<file path="config.mk">
export PLATFORM = sky130hd
export DESIGN_NAME = fetch_stage
export DESIGN_NICKNAME = d
export VERILOG_FILES = /design/src/rtl/fetch_stage.sv
export SDC_FILE = /design/constraint.sdc
export NUM_CORES = 1
export LEC_CHECK = 0
export CAP_MARGIN = 20
export CORE_MARGIN = 2
export CORE_UTILIZATION = 54
export DETAILED_ROUTE_END_ITERATION = 8
export PLACE_DENSITY = 0.86
export SYNTH_ARGS = -nofsm -noshare
export SYNTH_HDL_FRONTEND = slang
export SYNTH_SLANG_ARGS = --single-unit
export TNS_END_PERCENT = 20
</file>
<file path="constraint.sdc">
create_clock -name clk -period 3.4 [get_ports clk]
set_clock_uncertainty 0.05 [all_clocks]
set_input_delay 0.68 -clock clk [delete_from_list [all_inputs] [get_ports clk]]
set_output_delay 0.68 -clock clk [all_outputs]
set_load 0.1 [all_outputs]
</file>
<file path="src/rtl/fetch_stage.sv">
// Instruction fetch stage: one outstanding imem request, a one-entry skid for
// words that arrive while decode stalls, and squashing of stale requests on redirect.
module fetch_stage #(
  parameter logic [31:0] RESET_PC = 32'h00000060
) (
  input  logic        clk,
  input  logic        rst,
  input  logic        stall,
  input  logic        redirect,
  input  logic [31:0] redirect_pc,
  output logic [31:0] imem_address,
  output logic        imem_read,
  input  logic [31:0] imem_rdata,
  input  logic        imem_resp,
  output logic        if_valid,
  output logic [31:0] if_pc,
  output logic [31:0] if_instruction,
  output logic [6:0]  if_opcode,
  output logic [4:0]  if_rd,
  output logic [2:0]  if_funct3,
  output logic [6:0]  if_funct7
);

  // state   | meaning
  // FETCH   | request at pc in flight; its word goes to IF/ID, or to skid if decode stalls
  // DISCARD | stale request at req_addr in flight; its word is dropped, then refetch from tgt
  // BLOCKED | word parked in skid while decode stalls; no request issued
  typedef enum logic [1:0] {FETCH, DISCARD, BLOCKED} state_t;

  state_t      state, state_nx;
  logic [31:0] pc, pc_nx, req_addr, req_addr_nx, tgt, tgt_nx;
  logic        skid_valid, skid_valid_nx;
  logic [31:0] skid_pc, skid_pc_nx, skid_ins, skid_ins_nx;
  logic        valid_nx;
  logic [31:0] if_pc_nx, ins_nx;

  assign imem_read    = rst && (state != BLOCKED);
  assign imem_address = !imem_read ? 32'h0 : ((state == DISCARD) ? req_addr : pc);

  always_comb begin
    state_nx      = state;
    pc_nx         = pc;
    req_addr_nx   = req_addr;
    tgt_nx        = tgt;
    skid_valid_nx = skid_valid;
    skid_pc_nx    = skid_pc;
    skid_ins_nx   = skid_ins;
    valid_nx      = if_valid;
    if_pc_nx      = if_pc;
    ins_nx        = if_instruction;
    case (state)
      FETCH: begin
        if (redirect) begin
          valid_nx = 1'b0;
          if (imem_resp) begin
            pc_nx = redirect_pc;
          end else begin
            req_addr_nx = pc;
            tgt_nx      = redirect_pc;
            state_nx    = DISCARD;
          end
        end else if (imem_resp) begin
          pc_nx = pc + 32'd4;
          if (stall) begin
            skid_valid_nx = 1'b1;
            skid_pc_nx    = pc;
            skid_ins_nx   = imem_rdata;
            state_nx      = BLOCKED;
          end else begin
            valid_nx = 1'b1;
            if_pc_nx = pc;
            ins_nx   = imem_rdata;
          end
        end else if (!stall) begin
          valid_nx = 1'b0;
        end
      end
      DISCARD: begin
        valid_nx = 1'b0;
        if (redirect) tgt_nx = redirect_pc;
        // a redirect landing with the response must win over the older target
        if (imem_resp) begin
          pc_nx    = redirect ? redirect_pc : tgt;
          state_nx = FETCH;
        end
      end
      BLOCKED: begin
        if (redirect) begin
          skid_valid_nx = 1'b0;
          pc_nx         = redirect_pc;
          valid_nx      = 1'b0;
          state_nx      = FETCH;
        end else if (!stall) begin
          valid_nx      = skid_valid;
          if_pc_nx      = skid_pc;
          ins_nx        = skid_ins;
          skid_valid_nx = 1'b0;
          state_nx      = FETCH;
        end
      end
      default: state_nx = FETCH;
    endcase
  end

  always_ff @(posedge clk or negedge rst) begin
    if (!rst) begin
      state          <= FETCH;
      pc             <= RESET_PC;
      req_addr       <= 32'h0;
      tgt            <= 32'h0;
      skid_valid     <= 1'b0;
      skid_pc        <= 32'h0;
      skid_ins       <= 32'h0;
      if_valid       <= 1'b0;
      if_pc          <= 32'h0;
      if_instruction <= 32'h0;
      if_opcode      <= 7'h0;
      if_rd          <= 5'h0;
      if_funct3      <= 3'h0;
      if_funct7      <= 7'h0;
    end else begin
      state          <= state_nx;
      pc             <= pc_nx;
      req_addr       <= req_addr_nx;
      tgt            <= tgt_nx;
      skid_valid     <= skid_valid_nx;
      skid_pc        <= skid_pc_nx;
      skid_ins       <= skid_ins_nx;
      if_valid       <= valid_nx;
      if_pc          <= if_pc_nx;
      if_instruction <= ins_nx;
      if_opcode      <= ins_nx[6:0];
      if_rd          <= ins_nx[11:7];
      if_funct3      <= ins_nx[14:12];
      if_funct7      <= ins_nx[31:25];
    end
  end

endmodule

</file>
Yosys cells after proc, flatten, opt, wreduce, memory -nomap -nowiden
Cells that the tools add are included.

storage, ports and cells
  register bits = 250
  input bits = 69
  output and inout port bits = 120

operators by class
  $add $sub $neg = 1
  equal/unequal tests = 18
  multiplexer cells = 44
  bitwise operators = 2
  reduce and logical (&&, ||, !) cells = 13

operators with widths
  kind                                                                    number
  32-bit two-way mux                                                      20
  32-bit case mux with 2 select lines                                     3
  32-bit case mux with 3 select lines                                     1
  32-bit by 3-bit adder with 32-bit output (second input constant)        1
  2-bit != test (second input constant)                                   11
  3-bit != test (second input constant)                                   5
  2-bit two-way mux                                                       7
  1-bit two-way mux                                                       10
  5-bit AND reduction                                                     2
  3-bit AND reduction                                                     3
  4-bit AND reduction                                                     2
  2-bit case mux with 3 select lines                                      1
  6-bit AND reduction                                                     1
  2-bit nonzero test                                                      2
  1-bit case mux with 3 select lines                                      1
  3-bit nonzero test                                                      1
  2-bit by 1-bit equality test with 1-bit output (second input constant)  1
  2-bit equality test (second input constant)                             1
  2-bit zero test                                                         1
  1-bit inverter                                                          2
  1-bit case mux with 2 select lines                                      1
  1-bit logical AND                                                       1

Depth between registers and ports, before layout
Gate-level depths: netlist of run 1.

  word-level depth = 4
  gate-level depth with buffers = 9
  mapped depth without buffers = 7

Worst setup path before layout of run 1
Ideal clock, no wire load.

  path kind = flip-flop to output port
  from = register state[1]
  to = output port imem_address[21]
  data arrival time = 3.089 ns
  path slack = -0.419 ns
  cell stages (with the launch flop) = 8
  path buffers = 3
  cells stage by stage = dfrtp_1 -> inv_1 -> ha_1 -> buf_2 -> buf_1 -> buf_1 -> mux2i_1 -> nor2_1

between the ends
  longest elaborated chain between the ends = 3
  elaborated cells between the ends (all ways) = 5
  classes of those cells = eq/ne: 2; mux: 2; reduce/logical: 1

RTL lines
  element                                                                                 line    RTL
  start: declaration                                                                      30      state_t state, state_nx;
  start signal: assignment                                                                122     state <= state_nx;
  2-bit by 1-bit equality test with 1-bit output / 2-bit != test (equally long branches)  38, 37
  32-bit two-way mux / 1-bit logical AND (equally long branches)                          38, 37
  32-bit two-way mux *                                                                    38      assign imem_address = !imem_read ? 32'h0 : ((state == DISCARD) ? req_addr : pc);
  end: declaration                                                                        11      output logic [31:0] imem_address,

Mark *: on every way between the ends. The rest lies on a longest branch, timed or not.

Worst setup path in the final report of run 1
  from = register state[0]
  to = output port imem_address[20]

The elaborated chain is that of the path after synthesis.

==> flow_summary.yaml, run 1 <==
timing:
  rsz0062_at_grt: "false"
  fin_crit_sh: 0.960
  hold_viol: 0
  worst_pin_slew_ns: 1.13
  fmax_ghz: 0.306
  maxSlewViolCount: 0
  period_minus_slack_ns: 3.26
  setup_tns_ns: 0
  setup_viol: 0
  slew-limit-headroom: 0.248
synth:
  syn-num-nets: 1143
  synth_area_sq_um: 11600
  async_flop_share: 1.00
  yosysTopAreaCellShare: 0.489
  synth.largest_area_cell: "dfrtp_1"
  ys_types: 58
  ys_warn_count: 0
  synth-edff-count: 0
  yosys.cell_count.top_type: "dfrtp_1"
  synthCells: 1069
  synthTopCellsByArea: "dfrtp_1 49%, mux2_2 15%, mux2i_1 6.1%"
  synth_top_cells_by_count: "226 x dfrtp_1, 159 x mux2_2, 101 x nor2_1"
  syn_avg_cell_area_sq_um: 10.8
  ys_ff_latch: 228
  synth_flop_cell: "dfrtp_1"
  synth-seq-area-share: 0.494
global_routing:
  grt_pass1_vias: 9265
  grt_max_degree: 171
  grt_use_total: 0.263
  gr-total-overflow: 0
  antenna_found_initial: 1
  grt_pass1_wl_um: 48000
detailed_routing:
  wl_per_cell_um: 19.9
  routed_wirelength_um: 29700
  vias_per_cell: 6.15
  drtIter0Drc: 743
  route.detailed.drc: 0
  drtPass1Iterations: 7
  ant_nets: 0
  route.vias.total: 9181
finish:
  multi_input_area_sq_um: 5270
  seqCellArea_sq_um: 5710
  final_net_count: 1274
  area_growth_pct: 26.3
  drive_gt1_frac: 0.306
  nFillCells: 1528
setup_path:
  worstPathArrival_ns: 2.53
  timing.rr.start: "state[0]"
  cp.required_ns: 2.67
  end_kind: "output port"
  worstSetupStartpointType: "flip-flop"
  crit_fanout: 14
  startpoint: "state[0]"
  critical_path_class: "flip-flop to output port"
flow_run:
  cap_violations: 0
min_path:
  hp-class: "input port to async pin"
clocking:
  cts-root-buf: "clkbuf_16"
  clock_path_buffers: 3
  cts_buffers: 25
  clkSinkCount: 228
  cts_max_level: 1
  clk_pin_slew_worst_paths_ns: 0.06
  clock_latency_ns: 0.52
  cts_tree: "yes"
die:
  start_util: 0.550
  die_h_um: 150
  io_pins: 189
  core_sq_um: 21000
  die_w_um: 150
  dieArea_sq_um: 22600
  num_rows: 53
place:
  io_buffers: 188
  place.gp.congestion: 0.850
  dp_hpwl_um: 19200
run_status:
  status: "complete, no violations"
==> worst paths after layout <==
kind / to / slack, ns / cells past startpoint
worst max register to register: if_pc[27] / 0.52 / 8
worst max-delay path: imem_address[20] / 0.14 / 7
worst min register to register: skid_pc[14] / 0.44 / 2
max in group asynchronous: req_addr[29] / 1.46 / 3
min in group clk: skid_pc[14] / 0.44 / 2
worst min-delay path: req_addr[9] / 0.29 / 2
==> critical path: stages (launching register included) <==
cell	delay, ns
dfrtp_1	0.46
inv_1	0.15
ha_4	0.19
inv_1	0.20
nand2_2	0.27
buf_4	0.28
nor2_1	0.23
buf_12	0.21
==> sequential cells by signal, indices dropped and copies added, names as in the netlist, named ones only <==
name and cells:
if_pc 32, skid_ins 32, state 2, skid_valid 1, skid_pc 32, req_addr 32, pc 32, if_instruction 10
tgt 32, if_valid 1
==> what timing repair did <==
item,4_1_cts,5_1_grt
hold buffers,0,0
endpoints found under the setup margin,17,0
resized for setup,1,0
setup buffers,0,0
==> per-stage QoR <==
stage | hold WS [ns] | instances | worst slack (ns) | utilization | cell area [sq um]
6_report | 0.291 | 1494 | 0.137 | 0.694 | 14600
5_1_grt | 0.359 | 1493 | 0.0132 | 0.694 | 14600
4_1_cts | 0.321 | 1493 | 0.131 | 0.694 | 14600
3_5_place_dp | 0.421 | 1448 | 0.517 | 0.653 | 13700
3_3_place_gp | 0.410 | 1448 | 0.560 | 0.653 | 13700
2_1_floorplan | 0.334 | 1069 | -0.419 | - | 11600
==> cells in the final DEF (no fill, tap or decap), types with 6 or more instances in the layout <==
cell,Yosys,routed
dfrtp_1,226,226
mux2_2,159,159
buf_4,22,113
nor2_1,101,95
a21oi_1,91,91
mux2i_1,71,71
clkdlybuf4s50_1,0,66
nand2_1,39,38
buf_12,0,38
inv_1,33,33
o21ai_0,28,28
clkbuf_16,0,25
a222oi_1,22,22
a22oi_1,18,18
nand4_1,13,13
nand3_1,14,13
nor4_1,10,10
a22o_1,10,10
a221oi_1,10,10
clkbuf_8,0,9
o31ai_1,8,8
nor3_1,8,7
a31oi_1,7,7
o22ai_1,6,6
o22a_1,6,6
nor2_2,0,6
==> cell type report <==
cell class	count	share of cell area
Sequential cell	228	0.391
Multi-Input combinational cell	692	0.361
Timing Repair Buffer	219	0.157
Clock buffer	38	0.0524
Tap cell	275	0.0236
Inverter	34	0.00875
Clock inverter	7	0.00600
Antenna cell	1	0.000171
==> cells by family (layout without fill, tap and decap cells) <==
family | count (synthesis) | after routing | synth area share
AO/OA/AOI/OAI | 240 | 240 | 0.140
AND/OR/NAND/NOR | 214 | 214 | 0.0846
flip-flops | 228 | 228 | 0.494
XOR/XNOR | 3 | 3 | 0.00227
buffers and inverters | 149 | 298 | 0.0570
multiplexers | 230 | 230 | 0.216
other | 0 | 1 | 0
adder cells (fa/ha/maj) | 5 | 5 | 0.00541
==> layer usage <==
metal  wire length [um]  track usage
met5                  0            0
met4                665       0.0788
met3               2550       0.0524
met2              14500        0.448
met1              12100        0.342
Power of run 1 is left out: the tool's default activity adds up to more than one toggle a clock period on the data nets, which glitch-free logic cannot reach.
==> run 2: changes to the inputs <==
Settings changed: CORE_UTILIZATION 54 to 56, CTS_BUF_LIST set to sky130_fd_sc_hd__clkbuf_8, PLACE_DENSITY 0.86 to 0.88.
==> run 2 against run 1 <==
  * Register-to-register slack improved by 0.17 ns
  * Sequential share of layout area grew 0.30 points
  * Critical path type unchanged
  * Critical endpoint is now imem_address[30]
  * Global-route usage up 0.88 points
  * First-iteration DRC count increased by 21%
  * Die area is 3.5% lower
  * Count of clock-buffer cells in the layout increased by 11
  * Routed wire length down 0.42%
  * Largest cell class unchanged
  * Utilization up 2.1 points
==> flow_summary.yaml, run 2 (synthesized netlist as in run 1, its figures left out) <==
clocking:
  clock_path_buffers: 3
  cts_max_level: 2
  clock_latency_ns: 0.52
  cts_buffers: 39
  cts_setup_buffers: 0
  clk_pin_slew_worst_paths_ns: 0.06
  cts-root-buf: "clkbuf_8"
  clkSinkCount: 228
  cts_tree: "yes"
timing:
  fin_crit_sh: 0.939
  period_minus_slack_ns: 3.19
  rsz0062_at_grt: "false"
  worst_pin_slew_ns: 0.968
  fmax_ghz: 0.313
  hold_ws_ns: 0.442
  slew-limit-headroom: 0.355
  setup_viol: 0
  hold_viol: 0
  maxSlewViolCount: 0
finish:
  final_net_count: 1288
  diodes: 0
  final_util: 0.716
  layout_common_cells: "226 x dfrtp_1, 159 x mux2_2, 112 x buf_4"
  seqCellArea_sq_um: 5710
  multi_input_area_sq_um: 5270
  drive_gt1_frac: 0.307
  area_growth_pct: 25.3
  nFillCells: 1389
  layout_commonest_cell: "dfrtp_1"
die:
  start_util: 0.571
  dieArea_sq_um: 21800
  die_w_um: 148
  core_sq_um: 20200
  num_rows: 52
  die_h_um: 148
  io_pins: 189
detailed_routing:
  wl_per_cell_um: 19.6
  route.detailed.drc: 0
  drtPass1Iterations: 6
  routed_wirelength_um: 29600
  vias_per_cell: 6.15
  route.vias.total: 9290
  drtIter0Drc: 897
  ant_nets: 0
place:
  io_buffers: 188
  dp_hpwl_um: 19300
  place.gp.congestion: 0.888
run_status:
  status: "complete, no violations"
global_routing:
  antenna_found_initial: 0
  grt_use_total: 0.272
  grt_max_degree: 159
  grt_pass1_vias: 9402
  gr-total-overflow: 0
  grt_pass1_wl_um: 47900
setup_path:
  end_kind: "output port"
  max_stage_delay_ns: 0.43
  cp.required_ns: 2.67
  crit_chain: "inv_1 -> ha_4 -> buf_4 -> mux2i_1 -> nor2_1 -> buf_12"
  crit_path_top_delay_cell: "dfrtp_1"
  worstSetupStartpointType: "flip-flop"
  crit_fanout: 24
  critical_path_class: "flip-flop to output port"
  worstPathArrival_ns: 2.46
flow_run:
  cap_violations: 0
min_path:
  hp-class: "flip-flop to flip-flop"
[run 2: cell count changes in the layout (fill, tap and decap cells not counted)]
cell / delta
inv_1: +18
clkinv_2: -3
clkbuf_16: -25
clkbuf_1: -4
buf_4: -1
clkbuf_8: +40
dlygate4sd3_1: +1
bufinv_16: -2
clkinvlp_4: -1
diode_2: -1
[run 2: worst max-delay path, delay by kind of cell, from the launching register on]
family,cells,cell delay (ns)
AND/OR/NAND/NOR,1,0.22
adder cells (fa/ha/maj),1,0.43
multiplexers,1,0.12
buffers and inverters,3,0.74
flip-flops,1,0.43
[run 2: layout make-up]
type,count,share of cell area
multi-input cells,692,0.364
clock buffers,49,0.0466
well taps,270,0.0233
inverters,34,0.00881
clock inverters,19,0.00501
flip-flops and latches,228,0.394
repair buffers,219,0.158
[run 2: timing repair]
item | in CTS | in global routing
hold buffers | 1 | 0
endpoints found under the hold margin | 7 | 0
setup endpoints to repair | 0 | 11
resized for setup | 0 | 1
[run 2: final timing paths]
path	to	depth (start not counted)	slack [ns]	startpoint
worst max-delay path	imem_address[30]	6	0.21	state[1]
worst max register to register	pc[13]	6	0.69	state[0]
max in group asynchronous	skid_ins[10]	3	1.76	rst
worst min-delay path	req_addr[10]	2	0.44	req_addr[10]
worst min register to register	req_addr[10]	2	0.44	req_addr[10]
min in group asynchronous	if_pc[13]	2	0.50	rst
[run 2: per-stage QoR]
step / TNS, ns / cells / worst slack (ns) / cell area (sq um)
5_1_grt: 0 / 1511 / 0.0442 / 14500
2_1_floorplan: -9.22 / 1069 / -0.419 / 11600
4_1_cts: 0 / 1511 / 0.0808 / 14500
3_3_place_gp: 0 / 1442 / 0.458 / 13700
6_report: 0 / 1511 / 0.207 / 14500
3_5_place_dp: 0 / 1442 / 0.399 / 13700
[run 2: per-layer routing]
layer | global-route usage | vias to the layer above | part of all wire
met3 | 0.0685 | 84 | 0.088
met4 | 0.112 | 0 | 0.029
met5 | 0 | - | 0
met1 | 0.343 | 4563 | 0.39
li1 | - | 4171 | -
met2 | 0.451 | 472 | 0.49
Power of run 2 is left out for the same reason.
==> run 3: changes to the inputs <==
Settings changed: DONT_BUFFER_PORTS set to 1, PLACE_DENSITY 0.88 to 0.76.
==> run 3 against run 2 <==
  * The run now ends with negative hold slack left
  * Maximum frequency down 2.0%
  * Via count shrank 8.0%
  * Cell area is 9.1% lower
  * Non-clock buffer count fell by 157
  * Cell count shrank 11%
  * Register-to-register slack worse by 0.06 ns
  * Worst setup slack lost 0.065 ns
  * Largest cell class unchanged
==> flow_summary.yaml, run 3 (synthesized netlist as in run 1, its figures left out) <==
timing:
  rsz0062_at_grt: "false"
  worst_pin_slew_ns: 1.01
  hold_viol: 227
  period_minus_slack_ns: 3.26
  fmax_ghz: 0.307
  slew-limit-headroom: 0.325
  maxSlewViolCount: 0
  hold_ws_ns: -0.198
  fin_crit_sh: 0.958
  setup_viol: 0
die:
  dieArea_sq_um: 21800
  core_sq_um: 20200
  num_rows: 52
  io_pins: 189
  start_util: 0.571
  die_w_um: 148
  die_h_um: 148
global_routing:
  grt_use_total: 0.262
  grt_pass1_wl_um: 46100
  gr-usage-met1: 0.328
  grt_pass1_vias: 8713
  grt_max_degree: 230
  gr-total-overflow: 0
  grt.busiest_layer: "met2"
  antenna_found_initial: 0
  met2_usage: 0.428
  met3_usage: 0.0809
finish:
  final_net_count: 1130
  layout_commonest_cell: "dfrtp_1"
  area_growth_pct: 13.9
  postLayoutCellArea_sq_um: 13200
  layout_common_cells: "204 x dfrtp_1, 159 x mux2_2, 90 x a21oi_1"
  layout.cells.non_filler: 1352
  diodes: 0
  drive_gt1_frac: 0.315
detailed_routing:
  wl_per_cell_um: 21.1
  routed_wirelength_um: 28500
  route.vias.total: 8547
  drtIter0Drc: 682
  vias_per_cell: 6.32
  ant_nets: 0
  drtPass1Iterations: 8
  route.detailed.drc: 0
clocking:
  cts-root-buf: "clkbuf_8"
  clkSinkCount: 228
  clock_path_buffers: 3
  cts_tree: "yes"
  cts_buffers: 38
  clock_latency_ns: 0.53
  cts_max_level: 2
  clk_pin_slew_worst_paths_ns: 0.06
place:
  place.gp.congestion: 0.868
  dpl_cell_area_sq_um: 12400
  dp_hpwl_um: 18100
  place_inst: 1286
  io_buffers: 0
run_status:
  status: "complete, but fails checks"
  violations: "negative hold slack"
setup_path:
  worstSetupStartpointType: "flip-flop"
  critical_path_class: "flip-flop to output port"
  cp.required_ns: 2.67
  end_kind: "output port"
  worstPathArrival_ns: 2.53
  crit_fanout: 14
min_path:
  hp-class: "input port to async pin"
flow_run:
  cap_violations: 0
[run 3: cell count changes in the layout (fill, tap and decap cells not counted), moves of 22 or more]
cell	before	now
buf_4	112	29
clkdlybuf4s50_1	66	0
nor2_1	95	69
nor2_2	6	32
dfrtp_1	226	204
dfrtp_2	0	22
[run 3: layer usage]
metal,vias to the layer above,wire length (um)
met5,-,0
met4,0,782
met3,66,2650
met2,358,13900
met1,4266,11200
li1,3857,-
[run 3: final timing paths]
path | from | endpoint | slack [ns] | depth (start not counted)
max | state[0] | imem_address[21] | 0.14 | 7
min | rst | if_pc[7] | -0.20 | 0
max reg2reg | state[0] | pc[31] | 0.63 | 8
min reg2reg | req_addr[10] | req_addr[10] | 0.43 | 2
max in group asynchronous | rst | async pin | 3.22 | 0
min in group clk | redirect | pc[25] | 0.22 | 1
[run 3: layout make-up]
| cell class | instances | area [sq um] |
|---|---|---|
| fillers | 1537 | 7070 |
| inverters | 34 | 128 |
| clock buffers | 47 | 647 |
| flip-flops and latches | 228 | 5740 |
| well taps | 270 | 338 |
| multi-input cells | 692 | 5340 |
| repair buffers | 62 | 878 |
| clock inverters | 19 | 101 |
[run 3: through the flow]
step / TNS, ns / setup WS (ns) / utilization
after floorplan: -9.22 / -0.419 / -
after global placement: 0 / 0.759 / 0.614
after detailed placement: 0 / 0.659 / 0.614
after CTS: 0 / 0.131 / 0.651
after global routing: 0 / 0.0389 / 0.651
final: 0 / 0.142 / 0.651
[run 3: worst max-delay path: stages (launching register included)]
cell and delay, ns:
dfrtp_1 0.46, inv_1 0.15, ha_4 0.19, inv_1 0.18
nand2_2 0.31, buf_4 0.33, nor2_2 0.19, buf_12 0.19
[run 3: repair_timing]
item / 4_1_cts / 5_1_grt
buffers inserted: 0 / 0
hold endpoints to repair: 228 / 227
gates resized for setup: 0 / 0
Power of run 3 is left out for the same reason.
==> edit (config.mk and constraints of run 3) <==
`req_addr` and `if_instruction` no longer have a reset.
--- a/src/rtl/fetch_stage.sv
+++ b/src/rtl/fetch_stage.sv
@@ -107,5 +107,4 @@
       state          <= FETCH;
       pc             <= RESET_PC;
-      req_addr       <= 32'h0;
       tgt            <= 32'h0;
       skid_valid     <= 1'b0;
@@ -114,5 +113,4 @@
       if_valid       <= 1'b0;
       if_pc          <= 32'h0;
-      if_instruction <= 32'h0;
       if_opcode      <= 7'h0;
       if_rd          <= 5'h0;
@@ -122,5 +120,4 @@
       state          <= state_nx;
       pc             <= pc_nx;
-      req_addr       <= req_addr_nx;
       tgt            <= tgt_nx;
       skid_valid     <= skid_valid_nx;
@@ -129,5 +126,4 @@
       if_valid       <= valid_nx;
       if_pc          <= if_pc_nx;
-      if_instruction <= ins_nx;
       if_opcode      <= ins_nx[6:0];
       if_rd          <= ins_nx[11:7];
@@ -137,4 +133,9 @@
   end
 
+  always_ff @(posedge clk) begin
+    req_addr       <= req_addr_nx;
+    if_instruction <= ins_nx;
+  end
+
 endmodule
 
Behaviour: not the same (a bounded check fails within 4 cycles, from zero or initial values and one cycle with rst low).
==> edit against run 3 <==
  * The flow still finishes with violations (negative hold slack)
  * Sequential cell count up 22
  * First-iteration DRC count up 45%
  * Die area shrank 0.87%
  * Area after synthesis fell by 0.89%
  * Final area rose by 1.3%
  * Setup slack improved by 0.14 ns
  * Wire length shrank 1.6%
  * Sequential share of layout area is 4.1 points higher
  * Cell count decreased by 1.8%
  * Critical endpoint is now imem_address[27]
  * Highest routed layer unchanged
Power is not shown: default switching activity piles up to over one toggle a cycle in this logic, so the estimate is an artifact.
==> edit: results (changes against run 3) <==
| Metric | Value |
|---|---|
| Initial DRC count | 988 (was 682) |
| Critical-path maximum fanout | 20 (was 14) |
| Number of diodes | 0 (unchanged) |
| DR pass1 iterations | 7 (was 8) |
| RePlAce Congestion | 0.866 (was 0.868) |
| Pre-CTS setup slack | 0.660 ns (was 0.659 ns) |
| WL/cell | 21.1 um (about the same) |
| Cell chosen for the clock root | clkbuf_8 (unchanged) |
| DR vias/cell | 6.21 (was 6.32) |
| Final hold slack | -0.215 ns (was -0.198 ns) |
| Violations in the final reports | negative hold slack (unchanged) |
| Dominant cells by area after synthesis | dfrtp_1, edfxtp_1, mux2_2, mux2i_1, dfxtp_1 (was dfrtp_1, mux2_2, mux2i_1, a21oi_1, nor2_1) |
| First-pass GRT wire length | 45100 um (was 46100 um) |
| Top delay family on crit path | buffers and inverters (unchanged) |
| Number of flops mapped to enable cells by yosys | 42 (was 0) |
| Num CTS Buffers | 42 (was 38) |
| Ys async rst share | 74.4% (was 100%) |
| Clk Latency, worst-skew pair | 0.56 ns (was 0.53 ns) |
| Max-slew headroom | 31.3% (was 32.5%) |
| HPWL after detailed placement | 18500 um (was 18100 um) |
| Final Hold Viols | 185 (was 227) |
| Synth Area per Inst | 11.4 um^2 (was 10.8 um^2) |
| Share of the yosys chip area belonging to registers | 55.5% (was 49.4%) |
| GRT Total Usage | 26.0% (was 26.2%) |
| Largest net degree at the start of global routing | 188 (was 230) |
| Number of global-route vias before repair | 8095 (was 8713) |
| Placed cells | 1250 (was 1286) |
| Synth unique cells | 68 (was 58) |
| Initial antenna violation count | 0 (unchanged) |
| Slowest-stage cell, CP | dfrtp_1 (unchanged) |
| Vias | 8249 (was 8547) |
| Syn nets | 1081 (was 1143) |
| Synth top cells by count | dfrtp_1, mux2_2, nand2_1, o21ai_0, mux2i_1 (was dfrtp_1, mux2_2, nor2_1, a21oi_1, mux2i_1) |
| Worst EP arrival | 2.39 ns (was 2.53 ns) |
| Clock-pin transition on the worst setup and hold timing paths | 0.06 ns (about the same) |
| Layout cells sized above 1 | 25.3% (was 31.5%) |
| Status | complete, but fails checks (unchanged) |
## edit: cell types whose count changed after synthesis, moves of 13 or more
cell	run 3	this run
a21oi_1	91	40
buf_2	13	26
buf_4	22	0
clkbuf_1	62	39
dfrtp_1	226	184
dfxtp_1	0	22
edfxtp_1	0	42
mux2_2	159	98
nand2_1	39	98
nor2_1	101	63
o21ai_0	28	73
## edit: area by class of cell
| type | count | area (um^2) |
|---|---|---|
| flip-flops and latches | 250 | 6360 |
| clock buffers | 51 | 702 |
| repair buffers | 53 | 823 |
| clock inverters | 27 | 235 |
| multi-input cells | 645 | 4760 |
| well taps | 270 | 338 |
| inverters | 32 | 120 |
| fillers | 1509 | 6840 |
## edit: per-stage QoR
stage	area, um^2	setup TNS (ns)
global placement	12400	0
global route	13300	0
finish	13300	0
detailed placement	12400	0
floorplan	11500	-6.72
CTS	13300	0
## edit: cells by family after synthesis
group,Yosys count,synth area share (%)
mux,169,15.8
compound gates,244,14.6
buf+inv,112,4.03
fa+ha+maj,5,0.546
simple gates,224,9.21
xor+xnor,3,0.229
flops,250,55.5
## edit: path summary, 6_finish.rpt
check,startpoint,endpoint,slack [ns],depth (start not counted)
hold / removal,rst,tgt[2],-0.21,0
min in group clk,redirect,if_valid,0.20,1
setup reg to reg,state[1],skid_ins[4],0.76,6
max in group asynchronous,rst,if_pc[18],3.17,0
hold reg to reg,tgt[8],tgt[8],0.45,1
setup / recovery,state[0],imem_address[27],0.28,6
## edit: metal layers
metal | global-route usage [%] | part of all wire, %
met4 | 7.88 | 2.2
met3 | 8.39 | 9.5
met1 | 36.7 | 42
met2 | 39.0 | 46
met5 | 0 | 0
## edit: worst register-to-register path, delay by kind of cell (launching register included)
| family | cells | cell delay [ns] |
|---|---|---|
| adder cells (fa/ha/maj) | 1 | 0.30 |
| flip-flops | 1 | 0.41 |
| AND/OR/NAND/NOR | 2 | 0.87 |
| multiplexers | 1 | 0.30 |
| buffers and inverters | 2 | 0.58 |
## edit: timing repair
action / CTS / global route
hold endpoints to repair: 186 / 186
setup buffers: 0 / 0
setup endpoints to repair: 0 / 17
resized for setup: 0 / 1
